**src/rtl/xctrl_banks.sv**
```systemverilog
// Gigatron extension-board control: ctrl-code decode, RAM banking, SPI selects,
// readable control port and a mode-0 SPI byte-shift engine sharing the pins with bit-bang SPI.
module xctrl_banks #(
    parameter int RAW    = 19,
    parameter int NSS    = 2,
    parameter int SPIDIV = 2
) (
    input  logic           CLK,
    input  logic           nRESET,
    input  logic [15:0]    GA,
    input  logic [7:0]     GBUSIN,
    input  logic           nGOE,
    input  logic           nGWE,
    input  logic [7:0]     RDIN,
    input  logic           MISO,
    output logic [RAW-1:0] RA,
    output logic [7:0]     RDOUT,
    output logic           nROE,
    output logic           nRWE,
    output logic [7:0]     GBUSOUT,
    output logic           SCK,
    output logic           MOSI,
    output logic [NSS-1:0] nSS,
    output logic           BUSY
);
    localparam int BW  = RAW - 15;
    localparam int BWL = (BW < 4) ? BW : 4;
    localparam int DW  = (SPIDIV > 1) ? $clog2(SPIDIV) : 1;

    typedef enum logic [1:0] {ENG_IDLE, ENG_LOW, ENG_HIGH} eng_t;

    eng_t           r_eng, w_eng_nxt;
    logic           r_ctrl_d;
    logic [1:0]     r_bank;
    logic           r_nzpbank;
    logic [NSS-1:0] r_nss;
    logic           r_sclk, r_sck, r_mosi;
    logic [BW-1:0]  r_bank0r, r_bank0w;
    logic [7:0]     r_rx;
    logic [6:0]     r_tx;
    logic [2:0]     r_bit;
    logic [DW-1:0]  r_div;

    logic           w_ctrl, w_cpulse, w_rst_ctrl, w_norm, w_ext, w_start;
    logic           w_busy, w_half, w_sample, w_shift;
    logic           w_zpb, w_ben, w_pen;
    logic [BW-1:0]  w_hi, w_b0r_new, w_b0w_new;

    assign w_ctrl     = !nGOE && !nGWE;
    assign w_cpulse   = w_ctrl && !r_ctrl_d;
    assign w_rst_ctrl = w_cpulse && (GA[1:0] == 2'b11);
    assign w_norm     = w_cpulse && !w_rst_ctrl && (GA[3:2] != 2'b00);
    assign w_ext      = w_cpulse && !w_rst_ctrl && (GA[3:2] == 2'b00);
    assign w_busy     = (r_eng != ENG_IDLE);
    assign w_start    = w_ext && (GA[7:4] == 4'hE) && !w_busy;
    assign w_half     = (r_div == DW'(SPIDIV - 1));

    always_comb begin
        w_b0r_new = '0;
        w_b0w_new = '0;
        w_b0r_new[BWL-1:0] = GA[8 +: BWL];
        w_b0w_new[BWL-1:0] = GA[12 +: BWL];
    end

    always_ff @(posedge CLK or negedge nRESET) begin
        if (!nRESET) begin
            r_ctrl_d  <= 1'b0;
            r_bank    <= 2'b01;
            r_nzpbank <= 1'b1;
            r_nss     <= '1;
            r_sclk    <= 1'b0;
            r_bank0r  <= '0;
            r_bank0w  <= '0;
        end else begin
            r_ctrl_d <= w_ctrl;
            if (w_rst_ctrl) begin
                r_bank0r <= '0;
                r_bank0w <= '0;
            end else if (w_norm) begin
                r_bank     <= GA[7:6];
                r_nzpbank  <= GA[5];
                r_nss[1:0] <= GA[3:2];
                r_sclk     <= GA[0];
            end else if (w_ext) begin
                if (GA[7:4] == 4'hF) begin
                    r_bank0r <= w_b0r_new;
                    r_bank0w <= w_b0w_new;
                end
                if (GA[7:4] == 4'hD) begin
                    for (int i = 2; i < NSS; i++) r_nss[i] <= GA[6+i];
                end
            end
        end
    end

    // Engine phases: each bit is SPIDIV cycles of SCK low followed by SPIDIV cycles high.
    always_ff @(posedge CLK or negedge nRESET) begin
        if (!nRESET) r_eng <= ENG_IDLE;
        else         r_eng <= w_eng_nxt;
    end

    always_comb begin
        w_eng_nxt = r_eng;
        w_sample  = 1'b0;
        w_shift   = 1'b0;
        case (r_eng)
            ENG_IDLE: if (w_start) w_eng_nxt = ENG_LOW;
            ENG_LOW: if (w_half) begin
                w_eng_nxt = ENG_HIGH;
                w_sample  = 1'b1;
            end
            ENG_HIGH: if (w_half) begin
                w_eng_nxt = (r_bit == 3'd7) ? ENG_IDLE : ENG_LOW;
                w_shift   = (r_bit != 3'd7);
            end
            default: w_eng_nxt = ENG_IDLE;
        endcase
        if (w_rst_ctrl) begin
            w_eng_nxt = ENG_IDLE;
            w_sample  = 1'b0;
            w_shift   = 1'b0;
        end
    end

    always_ff @(posedge CLK or negedge nRESET) begin
        if (!nRESET) begin
            r_sck  <= 1'b0;
            r_mosi <= 1'b0;
            r_tx   <= '0;
            r_rx   <= '0;
            r_bit  <= '0;
            r_div  <= '0;
        end else begin
            r_div <= (w_busy && !w_half) ? r_div + DW'(1) : '0;
            if (w_sample) r_rx <= {r_rx[6:0], MISO};
            if (w_rst_ctrl) begin
                r_sck <= 1'b0;
            end else if (w_start) begin
                r_tx   <= GA[14:8];
                r_bit  <= '0;
                r_mosi <= GA[15];
                r_sck  <= 1'b0;
            end else if (w_shift) begin
                r_tx   <= {r_tx[5:0], 1'b0};
                r_mosi <= r_tx[6];
                r_bit  <= r_bit + 3'd1;
            end else if (w_norm && !w_busy) begin
                r_mosi <= GA[15];
                r_sck  <= GA[0] ~^ GA[4];
            end
        end
    end

    // Banking: the zero-page window flips which half of the address space is banked.
    assign w_zpb = !r_nzpbank && (GA[14:7] == 8'h01);
    assign w_ben = GA[15] ~^ w_zpb;

    always_comb begin
        w_hi = '0;
        if (w_ben) begin
            if (r_bank != 2'b00) w_hi = {{(BW-2){1'b0}}, r_bank};
            else                 w_hi = nGOE ? r_bank0w : r_bank0r;
        end
    end

    assign w_pen = r_sclk && ((GA == 16'h0000) || (GA[15:4] == 12'h00F));

    always_comb begin
        GBUSOUT = RDIN;
        if (w_pen) begin
            case (GA[3:0])
                4'hF:    GBUSOUT = {r_bank0w[3:0], r_bank0r[3:0]};
                4'hE:    GBUSOUT = r_rx;
                default: GBUSOUT = {r_bank, 3'b000, w_busy, 1'b0, MISO};
            endcase
        end
    end

    assign RA    = {w_hi, GA[14:0]};
    assign RDOUT = GBUSIN;
    assign nROE  = nGOE | w_pen;
    assign nRWE  = nGWE | !nGOE;
    assign SCK   = w_busy ? (r_eng == ENG_HIGH) : r_sck;
    assign MOSI  = r_mosi;
    assign nSS   = r_nss;
    assign BUSY  = w_busy;
endmodule

```
**config.mk**
```make
export PLATFORM = sky130hd
export DESIGN_NAME = xctrl_banks
export DESIGN_NICKNAME = d
export VERILOG_FILES = /design/src/rtl/xctrl_banks.sv
export SDC_FILE = /design/constraint.sdc
export NUM_CORES = 1
export LEC_CHECK = 0
export BUFFER_PORTS_ARGS = -buffer_cell sky130_fd_sc_hd__buf_2
export CAP_MARGIN = 20
export CORE_ASPECT_RATIO = 2
export CORE_MARGIN = 2
export CORE_UTILIZATION = 50
export DETAILED_ROUTE_END_ITERATION = 6
export PLACE_DENSITY = 0.8
export SETUP_SLACK_MARGIN = 0.5
export SYNTH_ARGS = -nofsm -noshare
export SYNTH_HDL_FRONTEND = slang
export SYNTH_SLANG_ARGS = --single-unit
```
**constraint.sdc**
```tcl
create_clock -name CLK -period 2.7 [get_ports CLK]
set_input_delay 0.54 -clock CLK [delete_from_list [all_inputs] [get_ports CLK]]
set_output_delay 0.54 -clock CLK [all_outputs]
set_load 0.02 [all_outputs]
```
# [Yosys cells after proc, flatten, opt, wreduce, memory -nomap -nowiden]
# Index checks and enable logic that the tools add are counted.
[word_totals] regBits=38 inputBits=37 elab_cells=112
[op_classes] n_eq_ne=16 muxes=38 addsub=2 reduce_logical=37 bitwise_logic=5
[ops] cell="$mux 4" count=11
[ops] cell="$eq 4x4->1 const B" count=4
[ops] cell="$logic_not 16->1" count=1
[ops] cell="$mux 1" count=16
[ops] cell="$pmux 8 s2" count=1
[ops] cell="$ne 3x3->1 const B" count=5
[ops] cell="$mux 7" count=2
[ops] cell="$eq 12x4->1 const B" count=1
[ops] cell="$logic_and 1x1->1" count=12
[ops] cell="$reduce_bool 2->1" count=6
[ops] cell="$eq 8x1->1 const B" count=1
[ops] cell="$mux 2" count=4
[ops] cell="$mux 8" count=1
[ops] cell="$reduce_and 2->1" count=4
[ops] cell="$logic_not 1->1" count=7
[ops] cell="$mux 3" count=2
[ops] cell="$pmux 2 s3" count=1
[ops] cell="$reduce_and 3->1" count=2
[ops] cell="$reduce_bool 3->1" count=2
[ops] cell="$eq 2x2->1 const B" count=2
[ops] cell="$logic_not 2->1" count=2
[ops] cell="$add 3x1->3 const B" count=1
[ops] cell="$eq 3x3->1 const B" count=1
[ops] cell="$eq 2x1->1 const B" count=1
[ops] cell="6 further kinds" count=8

# [Logic depth before layout (Yosys ltp)]
# Gate-level depths: netlist (run 1).
[depth] depth_word=12 depth_mapped=7 ltp_nobuf=6

# [Worst setup path before layout (run 1)]
# No wires, ideal clock.
[synth_timing] path_kind="input port to output port" start="input GA[10]" end="output RA[18]" required_time_ns=2.160 arrival_ns=1.881 path_slack_ns=0.279 cell_stages=4 cell_sequence="nor4_1 -> nand4b_1 -> xnor2_1 -> nor4_1"
[synth_via] elab_chain_len=4
[synth_rtl] element="start: declaration" line_no="10" source="input logic [15:0] GA,"
[synth_rtl] element="$eq 8x1->1" line_no="155" source="assign w_zpb = !r_nzpbank && (GA[14:7] == 8'h01);"
[synth_rtl] element="$logic_and 1x1->1" line_no="155"
[synth_rtl] element="$xnor 1x1->1" line_no="156" source="assign w_ben = GA[15] ~^ w_zpb;"
[synth_rtl] element="$mux 4" line_no="160" source="if (w_ben) begin"
[synth_rtl] element="end: declaration" line_no="16" source="output logic [RAW-1:0] RA,"
# No other way between the ends.

# [Final worst setup path (run 1)]
[layout_timing] start="input GA[11]" end="output GBUSOUT[4]"
[layout_via] elab_chain_len=4 elab_cells_between_ends=5 cone_classes="eq/ne: 1; mux: 1; reduce/logical: 3"
[layout_rtl] element="$eq 12x4->1 / $logic_not 16->1 (equally long branches)" line_no="166" source="assign w_pen = r_sclk && ((GA == 16'h0000) || (GA[15:4] == 12'h00F));"
[layout_rtl] element="$logic_or 1x1->1 (*)" line_no="166"
[layout_rtl] element="$logic_and 1x1->1 (*)" line_no="166"
[layout_rtl] element="$mux 8 (*)" line_no="170" source="if (w_pen) begin"
[layout_rtl] element="end: declaration" line_no="20" source="output logic [7:0] GBUSOUT,"
# Every way passes the cells marked *; elsewhere a longest branch is shown, timed or not.

==> flow_metrics.py, run 1 <==
metrics = {
    "synthesis": {
        "ys_types": 44,
        "synthArstFlopShare": 1.000,
        "ys_warn_count": 0,
        "syn_inst": 215,
        "synth_edf_count": 0,
        "ys.flop_type": "dfrtp_1",
        "syn_nets": 254,
        "yosys-top-cells-area": "dfrtp_1 38%, mux2_2 8.6%, buf_4 8.1%",
        "yosys-top-cells-count": "34 x dfrtp_1, 24 x buf_4, 23 x nor2_1",
        "yosysMostFrequentCell": "dfrtp_1",
        "netlist_area_sq_um": 2235,
        "synth_top_area_frac": 0.3807,
        "ys_seq_area_frac": 0.4278,
        "synth_area_per_cell_sq_um": 10.39,
        "synth_seq_cells": 38,
        "yosys.area.top_type": "dfrtp_1",
    },
    "grt": {
        "grt_pass1_wl_mm": 8.618,
        "grt_overflow_total": 0,
        "grtUsageTotal": 0.2273,
        "grt_max_degree": 39,
        "antenna_found_initial": 0,
        "grt_pass1_vias": 1811,
    },
    "place": {
        "gp_congestion": 0.8842,
        "place.detailed.hpwl_mm": 3.969,
        "portBuffers": 62,
    },
    "worst_setup_path": {
        "worst_setup_path_end_kind": "output pin",
        "rr_worst_depth": 7,
        "required_ns": 2.16,
        "crit_path_max_fanout": 8,
        "r2r-end": "r_tx[6]",
        "start_kind": "input port",
        "reg2reg_from": "r_bit[0]",
        "criticalPathCategory": "in -> out",
        "cp.arrival_ns": 1.89,
        "r2r_slack_ns": 0.66,
    },
    "detailed_routing": {
        "antenna_left": 0,
        "drc": 0,
        "vias": 1783,
        "drt-wirelength-per-cell_microns": 16.76,
        "first_pass_iters": 4,
        "via_per_inst": 5.589,
        "drt_iter0_drc": 50,
        "wl_mm": 5.346,
    },
    "die": {
        "start_util": 0.5150,
        "coreArea_sq_um": 4339,
        "fp.dieH_microns": 98.55,
        "die_area_sq_um": 5052,
        "die_x_microns": 51.27,
        "row_count": 34,
        "io_pins": 79,
    },
    "clocking": {
        "clkSinkCount": 38,
        "clk-insertion-delay-late_ns": 0.29,
        "cts_buffer_depth": 2,
        "cts_tree": "yes",
        "htree_levels": 2,
        "clk_root_buffer_cell": "clkbuf_8",
        "path_clk_slew_ns": 0.07,
        "numCtsBuffers": 5,
        "holdBufCountCts": 0,
    },
    "pwr": {
        "max-vdd-ir-drop_v": 0.0004519,
        "p_leak_uw": 0.001339,
        "p_per_area_nw_per_um2": 555.4,
    },
    "timing": {
        "setup_tns_ns": 0,
        "relSlewSlack": 0.4258,
        "slew_viol_final": 0,
        "skew_ns": 0.008516,
        "tightest_slew_ns": 0.8613,
        "period_minus_slack_ns": 2.430,
        "rsz0062_at_grt": "yes",
        "hold_ws_ns": 0.3646,
        "hold_violations": 0,
        "max_clock_freq_ghz": 0.4115,
        "setup_violations": 0,
        "min_period_over_period": 0.9000,
    },
    "final_layout": {
        "drive_gt1_frac": 0.4377,
        "syn_to_final_growth_pct": 22.40,
        "fin_nets": 303,
        "diodes": 0,
    },
    "run": {
        "maxCapViolCount": 0,
    },
    "worst_hold_path": {
        "hold_path.class": "in -> async",
    },
    "outcome": {
        "status": "finished clean",
    },
}
==> placed cells by master, fill, tap and decap left out, drive strengths merged <==
cell,Yosys,routed
clkinv,0,1
nand4b,2,2
nand2,9,9
clkbuf,1,7
nor4,3,3
a2111oi,1,1
inv,12,12
a211oi,1,1
mux2i,16,16
a22o,7,7
mux2,17,17
ha,2,2
or3,1,1
o211ai,1,1
nand2b,2,2
nor2,25,25
and2,1,1
nand3b,1,1
a21oi,13,13
xnor2,2,2
or2,2,2
nand4,2,2
nor3b,1,1
buf,27,70
nand3,4,4
and4b,1,1
nor4bb,1,1
and3,1,1
nor3,5,5
dfrtp,34,34
a32o,4,4
o21ai,4,4
nor2b,1,1
dfstp,4,4
o22ai,6,6
or3b,1,1
==> critical path: stages <==
cell      delay (ns)
buf_8           0.10
nor4_4          0.29
nand4b_1        0.19
a21oi_4         0.17
buf_12          0.15
mux2_4          0.31
buf_6           0.13
==> registers in the layout, summed over array words and instances, names as in the netlist <==
| name | flops |
|---|---|
| r_tx | 7 |
| r_ctrl_d | 1 |
| r_bank | 2 |
| r_nzpbank | 1 |
| r_bit | 3 |
| r_bank0w | 4 |
| MOSI | 1 |
| nSS | 2 |
| r_sck | 1 |
| r_div | 1 |
| r_bank0r | 4 |
| r_eng | 2 |
| r_rx | 8 |
| r_sclk | 1 |
==> layout make-up <==
cell class	instances	area (sq um)
Clock buffer	7	86.33
Timing Repair Buffer	70	459.2
Tap cell	54	67.56
Multi-Input combinational cell	137	1116
Inverter	12	45.04
Sequential cell	38	955.9
Clock inverter	1	5.005
Fill cell	359	1604
==> repair_timing <==
action,in CTS,in global routing
setup buffers,2,0
setup endpoints to repair,13,13
gates resized for setup,30,1
endpoints found under the hold margin,0,0
pin swaps,7,3
==> report_power, final <==
part	switching [uW]	internal, uW
Clock	196	206
Sequential	72.5	657
Combinational	218	169
==> through the flow <==
stage | instances | worst slack (ns) | power (uW) | util | cell area (sq um)
2_1_floorplan | 215 | 0.4055 | 982.7 | - | 2296
3_3_place_gp | 309 | 0.2338 | 1093 | 0.5822 | 2526
3_5_place_dp | 309 | 0.1777 | 1108 | 0.5822 | 2526
4_1_cts | 319 | 0.2640 | 1527 | 0.6298 | 2733
5_1_grt | 319 | 0.1762 | 1586 | 0.6303 | 2735
6_report | 319 | 0.2700 | 1519 | 0.6303 | 2735
==> cells by family (layout without fill, tap and decap cells) <==
family / Yosys count / in the layout / synth area share
compound gates: 37 / 37 / 0.1209
xor+xnor: 2 / 2 / 0.007840
fa+ha+maj: 2 / 2 / 0.01120
buf+inv: 40 / 90 / 0.1120
flops: 38 / 38 / 0.4278
mux: 33 / 33 / 0.1573
simple gates: 63 / 63 / 0.1629
==> per-layer routing <==
metal,share of wire,GRT usage
met1,0.36,0.2568
met2,0.55,0.4046
met3,0.053,0.03030
met4,0.036,0.1134
met5,0,0
==> how the worst max path moves through the flow <==
stage	from	end	slack [ns]	cells past startpoint
floorplan	GA[10]	GBUSOUT[6]	0.41	4
global placement	GA[13]	GBUSOUT[5]	0.23	7
detailed placement	GA[10]	GBUSOUT[4]	0.18	7
CTS	GA[11]	GBUSOUT[4]	0.26	7
global route	GA[11]	GBUSOUT[7]	0.18	8
finish	GA[11]	GBUSOUT[4]	0.27	7
Power figures use the tool's default switching activity.
==> run 2, diff against run 1 <==
--- a/config.mk
+++ b/config.mk
@@ -12,7 +12,7 @@
 export CORE_UTILIZATION = 50
 export DETAILED_ROUTE_END_ITERATION = 6
 export PLACE_DENSITY = 0.8
-export SETUP_SLACK_MARGIN = 0.5
+export SETUP_SLACK_MARGIN = 0.1
 export SYNTH_ARGS = -nofsm -noshare
 export SYNTH_HDL_FRONTEND = slang
 export SYNTH_SLANG_ARGS = --single-unit
==> flow_metrics.py, run 2 (synthesis gave the netlist of run 1 again) <==
metrics = {
    "outcome": {
        "status": "finished clean",
    },
    "detailed_routing": {
        "drt-wirelength-per-cell_microns": 15.89,
        "antenna_left": 0,
        "wl_mm": 5.022,
        "drt_iter0_drc": 34,
        "vias": 1748,
        "drc": 0,
        "via_per_inst": 5.532,
        "first_pass_iters": 4,
    },
    "worst_setup_path": {
        "r2r_slack_ns": 0.78,
        "crit_path_max_fanout": 9,
        "start_kind": "input port",
        "required_ns": 2.16,
        "criticalPathCategory": "in -> out",
        "worst_setup_path_end_kind": "output pin",
        "cp.arrival_ns": 1.95,
    },
    "final_layout": {
        "drive_gt1_frac": 0.4160,
        "mostFrequentLayoutCells": "62 x buf_2, 34 x dfrtp_1, 23 x nor2_1, 17 x mux2_2, 16 x mux2i_1",
        "fin_nets": 300,
        "top_register": "r_rx",
        "final_common_cell": "buf_2",
        "fillerInstances": 387,
        "largest_register_ffs": 8,
        "syn_to_final_growth_pct": 17.02,
        "final_core_util": 0.6027,
        "largest_registers": "r_rx: 8 flops, r_tx: 7 flops",
        "diodes": 0,
    },
    "grt": {
        "use_met1": 0.2399,
        "grtUsageTotal": 0.2129,
        "grt_overflow_total": 0,
        "busiest_layer": "met2",
        "gr-usage-met2": 0.3786,
        "grt_max_degree": 39,
        "antenna_found_initial": 0,
        "use_met3": 0.04394,
        "grt_pass1_vias": 1717,
        "grt_pass1_wl_mm": 8.135,
    },
    "timing": {
        "tightest_slew_ns": 0.8245,
        "relSlewSlack": 0.4504,
        "setup_tns_ns": 0,
        "min_period_over_period": 0.9209,
        "max_clock_freq_ghz": 0.4022,
        "period_minus_slack_ns": 2.486,
        "hold_violations": 0,
        "skew_ns": 0.008745,
        "setup_violations": 0,
        "rsz0062_at_grt": "no",
        "slew_viol_final": 0,
    },
    "clocking": {
        "clkSinkCount": 38,
        "cts_tree": "yes",
        "numCtsBuffers": 5,
        "path_clk_slew_ns": 0.08,
        "clk-insertion-delay-late_ns": 0.29,
        "cts_buffer_depth": 2,
        "clk_root_buffer_cell": "clkbuf_8",
        "htree_levels": 2,
    },
    "die": {
        "start_util": 0.5150,
        "die_area_sq_um": 5052,
        "fp.dieH_microns": 98.55,
        "io_pins": 79,
        "coreArea_sq_um": 4339,
        "die_x_microns": 51.27,
        "row_count": 34,
    },
    "pwr": {
        "max-vdd-ir-drop_v": 0.0006092,
        "p_per_area_nw_per_um2": 641.7,
        "p_leak_uw": 0.001292,
    },
    "worst_hold_path": {
        "hold_path.class": "in -> async",
    },
    "place": {
        "place.detailed.hpwl_mm": 3.901,
        "portBuffers": 62,
        "gp_congestion": 0.8938,
    },
    "run": {
        "maxCapViolCount": 0,
    },
}
[run 2: critical path, stage by stage]
cell	delay, ns
buf_2	0.14
nor3_2	0.27
nand3_1	0.15
a21oi_2	0.21
buf_12	0.15
mux2_2	0.33
buf_2	0.16
[run 2: metal layers]
metal	vias to the layer above	routed length, microns
li1	836	-
met1	836	1874
met2	69	2754
met3	7	286
met4	0	106
met5	-	0
[run 2: final cells by class]
class | instances | area, sq um | share of cell area
Multi-Input combinational cell | 137 | 1044 | 0.3990
Sequential cell | 38 | 955.9 | 0.3656
Timing Repair Buffer | 67 | 360.3 | 0.1378
Clock buffer | 6 | 82.58 | 0.03158
Tap cell | 54 | 67.56 | 0.02584
Clock inverter | 2 | 60.06 | 0.02297
Inverter | 12 | 45.04 | 0.01722
[run 2: what timing repair did]
item,4_1_cts,5_1_grt
endpoints found under the setup margin,0,9
hold buffers,0,0
gates resized for setup,0,2
setup buffers,0,0
[run 2: final timing paths]
path / endpoint / cells past startpoint / from
worst min register to register: nSS[0] / 2 / nSS[0]
max in group asynchronous: r_bit[1] / 1 / nRESET
min in group CLK: nSS[0] / 2 / nSS[0]
worst max-delay path: GBUSOUT[3] / 7 / GA[2]
worst max register to register: r_bit[2] / 7 / r_bit[0]
worst min-delay path: r_bank0r[3] / 1 / nRESET
[run 2: through the flow]
stage	power (uW)	instance area, sq um	std cells	hold slack [ns]	worst slack [ns]
after floorplan	975.2	2235	215	0.2444	0.2790
after global placement	1085	2457	308	0.4450	0.1367
after detailed placement	1095	2457	308	0.4468	0.1121
after CTS	1688	2600	316	0.3647	0.1005
after global routing	1756	2615	316	0.4042	0.1037
final	1678	2615	316	0.3371	0.2135
[run 2: where the power goes]
| part | switching, uW | internal (uW) | total [uW] |
|---|---|---|---|
| sequential | 64.5 | 657 | 721 |
| clock | 200 | 394 | 594 |
| combinational | 213 | 150 | 362 |
==> run 3, diff against run 2 <==
--- a/config.mk
+++ b/config.mk
@@ -7,11 +7,11 @@
 export LEC_CHECK = 0
 export BUFFER_PORTS_ARGS = -buffer_cell sky130_fd_sc_hd__buf_2
 export CAP_MARGIN = 20
-export CORE_ASPECT_RATIO = 2
+export CORE_ASPECT_RATIO = 0.6
 export CORE_MARGIN = 2
 export CORE_UTILIZATION = 50
 export DETAILED_ROUTE_END_ITERATION = 6
-export PLACE_DENSITY = 0.8
+export PLACE_DENSITY = 0.86
 export SETUP_SLACK_MARGIN = 0.1
 export SYNTH_ARGS = -nofsm -noshare
 export SYNTH_HDL_FRONTEND = slang
==> flow_metrics.py, run 3 (synthesis gave the netlist of run 1 again) <==
metrics = {
    "clocking": {
        "clkSinkCount": 38,
        "path_clk_slew_ns": 0.07,
        "clk_root_buffer_cell": "clkbuf_8",
        "cts_tree": "yes",
        "htree_levels": 2,
        "numCtsBuffers": 5,
        "holdBufCountCts": 0,
        "cts_buffer_depth": 2,
        "clk-insertion-delay-late_ns": 0.29,
    },
    "grt": {
        "grt_pass1_wl_mm": 8.625,
        "grt_pass1_vias": 1685,
        "grt_max_degree": 39,
        "antenna_found_initial": 0,
        "grt_overflow_total": 0,
        "grtUsageTotal": 0.2141,
    },
    "die": {
        "coreArea_sq_um": 4189,
        "io_pins": 79,
        "die_area_sq_um": 5038,
        "fp.dieH_microns": 55.79,
        "start_util": 0.5335,
        "die_x_microns": 90.31,
        "row_count": 18,
    },
    "timing": {
        "hold_violations": 0,
        "min_period_over_period": 0.9542,
        "slew_viol_final": 0,
        "relSlewSlack": 0.4381,
        "skew_ns": 0.005873,
        "period_minus_slack_ns": 2.576,
        "max_clock_freq_ghz": 0.3881,
        "tightest_slew_ns": 0.8428,
        "setup_tns_ns": 0,
        "rsz0062_at_grt": "yes",
        "setup_violations": 0,
        "hold_ws_ns": 0.3550,
    },
    "place": {
        "postPlaceCellArea_sq_um": 2480,
        "gp_congestion": 0.8446,
        "portBuffers": 62,
        "place.detailed.hpwl_mm": 4.003,
        "place_inst": 316,
    },
    "final_layout": {
        "fin_nets": 304,
        "fillerInstances": 339,
        "largest_registers": "r_rx: 8 flops, r_tx: 7 flops",
        "final_common_cell": "buf_2",
        "syn_to_final_growth_pct": 20.77,
        "instances_no_fill": 326,
        "top_register": "r_rx",
        "design_area_sq_um": 2699,
        "drive_gt1_frac": 0.4248,
        "largest_register_ffs": 8,
        "diodes": 0,
        "mostFrequentLayoutCells": "54 x buf_2, 34 x dfrtp_1, 23 x nor2_1, 15 x mux2i_1",
    },
    "worst_setup_path": {
        "criticalPathCategory": "in -> out",
        "r2r_slack_ns": 0.75,
        "worst_setup_path_end_kind": "output pin",
        "r2r-end": "r_bit[1]",
        "required_ns": 2.16,
        "rr_worst_depth": 6,
        "reg2reg_from": "r_bit[0]",
        "crit_path_max_fanout": 5,
        "start_kind": "input port",
        "cp.arrival_ns": 2.04,
    },
    "detailed_routing": {
        "vias": 1795,
        "drt-wirelength-per-cell_microns": 16.55,
        "via_per_inst": 5.506,
        "drt_iter0_drc": 83,
        "wl_mm": 5.396,
        "first_pass_iters": 4,
        "drc": 0,
        "antenna_left": 0,
    },
    "pwr": {
        "max-vdd-ir-drop_v": 0.0003010,
        "p_leak_uw": 0.001333,
        "p_per_area_nw_per_um2": 560.3,
        "total_power_uw": 1512,
    },
    "run": {
        "maxCapViolCount": 0,
    },
    "outcome": {
        "status": "finished clean",
    },
    "worst_hold_path": {
        "hold_path.class": "in -> async",
    },
}
run 3: power by group:
part | internal (uW) | total (uW) | switching [uW] | leakage [uW]
registers | 657 | 726 | 69.1 | 0.000475
clock network | 206 | 404 | 198 | 0.0000482
logic | 162 | 382 | 220 | 0.000809
total | 1030 | 1510 | 487 | 0.00133
run 3: critical path: stages:
cell and delay, ns:
buf_8 0.10, nor4_4 0.26, buf_4 0.15, nand4b_1 0.15, a21oi_4 0.24, buf_12 0.16
mux2_4 0.30, buf_6 0.13
run 3: per-stage QoR:
stage | setup WS, ns | utilization
after CTS | 0.1103 | 0.6153
after detailed placement | 0.05456 | 0.5920
after global placement | 0.1025 | 0.5920
final | 0.1236 | 0.6443
after floorplan | 0.2790 | -
after global routing | 0.03852 | 0.6443
run 3: how the worst max path moves through the flow:
| stage | from | endpoint | cells after the start |
|---|---|---|---|
| floorplan | GA[10] | RA[18] | 4 |
| global placement | GA[10] | GBUSOUT[3] | 8 |
| detailed placement | GA[10] | GBUSOUT[5] | 8 |
| CTS | GA[10] | GBUSOUT[1] | 8 |
| global route | GA[11] | GBUSOUT[4] | 8 |
| finish | GA[11] | GBUSOUT[4] | 8 |
run 3: cell type report:
class | instances | area (sq um) | share of cell area
flip-flops and latches | 38 | 955.9 | 0.3542
well taps | 60 | 75.07 | 0.02782
multi-input cells | 137 | 1074 | 0.3978
clock inverters | 1 | 5.005 | 0.001854
clock buffers | 7 | 86.33 | 0.03199
repair buffers | 71 | 457.9 | 0.1697
inverters | 12 | 45.04 | 0.01669
run 3: timing repair:
item,4_1_cts,5_1_grt
pin swaps,0,1
setup endpoints to repair,5,6
gates resized for setup,1,26
setup buffers,0,1
gates cloned,0,1
run 3: layer usage:
layer,routed length (microns),up-vias,GRT usage
met5,0,-,0
met4,9,0,0.03077
met3,391,2,0.05556
met2,2298,74,0.3083
met1,2696,867,0.3301
li1,-,852,-
